File: config.mk
export PLATFORM = sky130hd
export DESIGN_NAME = tone_square_gen
export DESIGN_NICKNAME = d
export VERILOG_FILES = /design/src/rtl/tone_pkg.sv /design/src/rtl/tone_square_gen_half_period_counter.sv /design/src/rtl/tone_square_gen.sv
export SDC_FILE = /design/constraint.sdc
export NUM_CORES = 1
export LEC_CHECK = 0
export CORE_MARGIN = 10
export CORE_UTILIZATION = 50
export DETAILED_ROUTE_END_ITERATION = 8
export PLACE_DENSITY_LB_ADDON = 0.08
export SYNTH_ARGS = -nofsm -noshare
export SYNTH_HDL_FRONTEND = slang
export SYNTH_SLANG_ARGS = --single-unit
File: constraint.sdc
create_clock -name clk -period 3.5 [get_ports clk]
set_clock_uncertainty 0.2 [all_clocks]
set_input_delay 0.875 -clock clk [delete_from_list [all_inputs] [get_ports clk]]
set_output_delay 0.875 -clock clk [all_outputs]
set_load 0.03 [all_outputs]
File: src/rtl/tone_pkg.sv
// tone_pkg: widths, tone FSM states and note divisors shared with the number-to-frequency stage
package tone_pkg;

    localparam int DIV_W      = 15;
    localparam int MIN_DIV    = 2;
    localparam int GAP_CYCLES = 50000;

    typedef enum logic [1:0] {IDLE, PLAY, STOP, GAP} state_t;

    localparam logic [DIV_W-1:0] NOTE_1K = 15'd25000;
    localparam logic [DIV_W-1:0] NOTE_2K = 15'd12500;
    localparam logic [DIV_W-1:0] NOTE_3K = 15'd8333;
    localparam logic [DIV_W-1:0] NOTE_4K = 15'd6250;

endpackage

File: src/rtl/tone_square_gen_half_period_counter.sv
// half_period_counter: counts clocks inside one half period and re-latches the divisor at each boundary (TONE_GAP_EN adds a divisor-change flag)
module half_period_counter #(
    parameter int           W       = 15,
    parameter logic [W-1:0] RST_DIV = W'(2)
) (
    input  logic         clk,
    input  logic         rst_n,
    input  logic         run,
    input  logic         load,
    input  logic [W-1:0] eff_div,
`ifdef TONE_GAP_EN
    output logic         changing,
`endif
    output logic         boundary
);

    logic [W-1:0] cnt;
    logic [W-1:0] div_q;

    assign boundary = run && (cnt == div_q - W'(1));
`ifdef TONE_GAP_EN
    assign changing = (eff_div != div_q);
`endif

    // restart on load, wrap and take the new divisor at a boundary, hold cleared while stopped
    always_ff @(posedge clk or negedge rst_n) begin
        if (!rst_n) begin
            cnt   <= '0;
            div_q <= RST_DIV;
        end else if (load) begin
            cnt   <= '0;
            div_q <= eff_div;
        end else if (boundary) begin
            cnt   <= '0;
            div_q <= eff_div;
        end else if (run) begin
            cnt <= cnt + W'(1);
        end else begin
            cnt <= '0;
        end
    end

endmodule

File: src/rtl/tone_square_gen.sv
// tone_square_gen: glitch-free square wave from a half-period count; TONE_GAP_EN inserts a silent gap on note changes
module tone_square_gen #(
  parameter int DIV_W      = tone_pkg::DIV_W,
  parameter int GAP_CYCLES = tone_pkg::GAP_CYCLES,
  parameter int MIN_DIV    = tone_pkg::MIN_DIV
) (
  input  logic             clk,
  input  logic             rst_n,
  input  logic [DIV_W-1:0] frequency,
  input  logic             play,
  output logic             speaker,
  output logic             busy,
  output logic             period_tick
);
  import tone_pkg::*;
  localparam logic [DIV_W-1:0] MIN_Q = DIV_W'(MIN_DIV);
  state_t           state;
  logic [DIV_W-1:0] eff_div;
  logic             tone_run;
  logic             tone_load;
  logic             tone_bnd;
  assign eff_div  = (frequency < MIN_Q) ? MIN_Q : frequency;
  assign tone_run = (state == PLAY) || (state == STOP);
`ifdef TONE_GAP_EN
  localparam int GAP_W = $clog2(GAP_CYCLES + 1);
  logic tone_chg;
  logic gap_bnd;
  logic gap_stop;
  assign tone_load = ((state == IDLE) && play) || gap_bnd;
  half_period_counter #(
    .W       (GAP_W),
    .RST_DIV (GAP_W'(GAP_CYCLES))
  ) u_gap (
    .clk      (clk),
    .rst_n    (rst_n),
    .run      (state == GAP),
    .load     (1'b0),
    .eff_div  (GAP_W'(GAP_CYCLES)),
    .changing (),
    .boundary (gap_bnd)
  );
`else
  assign tone_load = (state == IDLE) && play;
`endif
  half_period_counter #(
    .W       (DIV_W),
    .RST_DIV (MIN_Q)
  ) u_tone (
    .clk      (clk),
    .rst_n    (rst_n),
    .run      (tone_run),
    .load     (tone_load),
    .eff_div  (eff_div),
`ifdef TONE_GAP_EN
    .changing (tone_chg),
`endif
    .boundary (tone_bnd)
  );
  always_ff @(posedge clk or negedge rst_n) begin
    if (!rst_n) begin
      state       <= IDLE;
      speaker     <= 1'b0;
      busy        <= 1'b0;
      period_tick <= 1'b0;
`ifdef TONE_GAP_EN
      gap_stop    <= 1'b0;
`endif
    end else begin
      period_tick <= 1'b0;
      case (state)
        IDLE: begin
          if (play) begin
            state   <= PLAY;
            speaker <= 1'b1;
            busy    <= 1'b1;
          end
        end
        PLAY: begin
          if (tone_bnd) begin
            speaker     <= ~speaker;
            period_tick <= speaker;
          end
`ifdef TONE_GAP_EN
          if (tone_bnd && speaker && tone_chg) begin
            state    <= GAP;
            gap_stop <= !play;
          end else if (!play) begin
            state <= STOP;
          end
`else
          if (!play)
            state <= STOP;
`endif
        end
        STOP: begin
          if (tone_bnd) begin
            speaker     <= ~speaker;
            period_tick <= speaker;
          end
          if (play) begin
            state <= PLAY;
          end else if (tone_bnd) begin
            state   <= IDLE;
            busy    <= 1'b0;
            speaker <= 1'b0;
          end
        end
`ifdef TONE_GAP_EN
        GAP: begin
          if (!play)
            gap_stop <= 1'b1;
          if (gap_bnd) begin
            state   <= (gap_stop || !play) ? IDLE : PLAY;
            speaker <= !(gap_stop || !play);
            busy    <= !(gap_stop || !play);
          end
        end
`endif
        default: begin
          state   <= IDLE;
          speaker <= 1'b0;
          busy    <= 1'b0;
        end
      endcase
    end
  end
endmodule

==> run metrics <==
status=finished clean; Setup Buffers After CTS=0; worst hold path type=flip-flop to flip-flop; crit path time final=approximately 3.2 ns; antenna-violating nets left=0; clock buffer count from CTS=5; initial antenna violation count=0; ys async rst share=100%; Critical Path AT=3.22 ns; row cnt=24; peak supply drop=a little under 0.0003 V; largest net degree at the start of global routing=36; Synth top area share=37.0%; GPL Wtd Cong=0.853; setup TNS=0 ns; crit share post-route=about 92%; worst hold margin=approximately 0.34 ns; clock latency on the worst-skew pair=approximately 0.29 ns; synth-to-layout area growth=14.5%; Synth area leaders=dfrtp_1, xnor2_1, xor2_1; family with the most delay on the worst path=simple AND/OR/NAND/NOR gates; Place WS=~0.31 ns; number of synthesized flops with an enable pin=0; Syn Area/Cell=approximately 9.5 um2; pwr dens=~680 nW/um2; initial core utilization=52.1%; part of the Yosys area used for sequential elements=a little under two fifths; Yosys cell types=46; Final Hold Viols=0; Slew @ Worst Pin=approximately 0.68 ns; drt drc=0; Buf/Inv on CP=1; drt pass-1 iters=4; total track usage=between 10% and 20%; clock buffer depth=2; most common cell after layout, fill and taps aside=dfrtp_1; # H-tree levels=2; CTS tree=built; Synth Net Count=roughly 270; nets=approximately 290; cell count after synthesis=~240; leak pwr=1.07 nW; cell mode on critical path=ha_1; Yosys top cell by area=dfrtp_1; boundary pin count=21; GR Overflow Total=0; critical path's slowest cell=nor3b_1; detailed-route wire length=approximately 4900 um; Fmax=between 300 and 400 MHz; critical path, cell by cell=inv_1 > ha_1 > nor3b_1 > a21oi_1 > a2111oi_2 > nor4b_4 > nand4_4 > ha_1 > nor2_1 > nor3_1 > a211oi_1; count of state elements after synthesis=35; slowest stage delay, CP=between 0.5 and 0.6 ns; CORE AREA=4410 um2; initial drt markers=around 110; Resized cells post-CTS=0; clk sinks=35; vias in the first global route=between 1500 and 2000; relative slew slack=54.5%; crit-path max FO=7; Worst-path clk slew=around 0.060 ns; hold_buf cts=0; die area=between 7000 and 8000 um2; # setup viols final=0; Vias=about 1800; Setup crit end kind=flip-flop; share of cells above drive strength 1=about a tenth; Critical Path Start Type=flip-flop; final worst setup slack=0.271 ns; WP data required=between 3 and 4 ns; Clock Root Buffer=clkbuf_8; Filler cells=around 400; first-pass GRT wire length=8270 um; Setup CP Type=flip-flop to flip-flop; vias per inst=5.61; Die Ht=87.8 um; dpl hpwl=3700 um; yosys warns=0; ys flop type=dfrtp_1; unrepaired setup endpoints after global routing=false; synthesized area=approximately 2300 um2; chip width=slightly below 90 um; average wire per standard cell=about 16 um; Port Buf Inserts=20; Tot Pwr=roughly 0.0018 W; Max-Cap Viols=0; antenna diode count=0; Slew Viols, Final=0; commonest non-fill, non-tap cells in the layout=dfrtp_1, nor2_1, clkdlybuf4s50_1
-- tightest hold or removal path, delay by kind of cell (launching register included) --
kind     cells  cell delay, ns
flops        1            0.39
buf+inv      1            0.08
mux          1            0.07
-- flip-flops by register name (all words and copies together) (netlist names) --
register and cells:
period_tick 1, u_tone.div_q 15, state 2, u_tone.cnt 15, speaker 1, busy 1
-- where the power goes --
group / leakage [nW] / internal, W / total, W / switching, W
combinational: 0.574 / 0.000339 / 0.000750 / 0.000411
sequential: 0.445 / 0.000530 / 0.000725 / 0.000195
clock: 0.0515 / 0.000179 / 0.000316 / 0.000137
total: 1.07 / 0.00105 / 0.00179 / 0.000743
-- layer usage --
metal	wire (um)	vias up	GRT usage [%]
met5	0	-	0
met4	80	0	5.65
met3	286	10	3.62
met2	1940	43	18.1
met1	2580	819	19.7
li1	-	890	-
-- logic make-up after synthesis --
group	Yosys count	share of synthesized area, %
buffers and inverters	21	4.36
AO/OA/AOI/OAI	29	8.06
adder cells (fa/ha/maj)	9	4.90
AND/OR/NAND/NOR	99	24.6
multiplexers	17	8.17
XOR/XNOR	31	11.8
flip-flops	35	38.2
-- synthesized netlist by cell type (4+ instances only) --
master and number:
a21oi_1 9, and3_1 4, clkbuf_1 7, dfrtp_1 34
ha_1 9, inv_1 10, mux2_1 8, mux2_2 6
nand2_1 11, nand3_1 10, nor2_1 29, nor3_1 7
nor4_1 7, o21ai_0 9, xnor2_1 16, xor2_1 15
-- final timing paths --
path | cells past startpoint | to | slack, ns | from
max in group asynchronous | 2 | u_tone.div_q[1] | 1.96 | rst_n
max reg2reg | 11 | speaker | 0.27 | u_tone.div_q[0]
max | 11 | speaker | 0.27 | u_tone.div_q[0]
min | 2 | u_tone.div_q[1] | 0.34 | u_tone.div_q[1]
min in group asynchronous | 2 | speaker | 0.80 | rst_n
min reg2reg | 2 | u_tone.div_q[1] | 0.34 | u_tone.div_q[1]
-- cell type report --
| cell class | count | area [um2] | share of cell area [%] |
|---|---|---|---|
| multi-input cells | 185 | 1320 | 50.2 |
| flip-flops and latches | 35 | 877 | 33.3 |
| inverters | 10 | 37.5 | 1.43 |
| clock buffers | 8 | 100 | 3.80 |
| repair buffers | 24 | 230 | 8.75 |
| well taps | 52 | 65.1 | 2.47 |
-- per-stage QoR --
| stage | cells | cell area [um2] | util [%] |
|---|---|---|---|
| finish | 314 | 2630 | 59.6 |
| global placement | 306 | 2530 | 57.3 |
| floorplan | 241 | 2300 | - |
| global route | 314 | 2630 | 59.6 |
| CTS | 314 | 2630 | 59.6 |
| detailed placement | 306 | 2530 | 57.3 |
No activity file was read; power rests on OpenSTA's default activity.
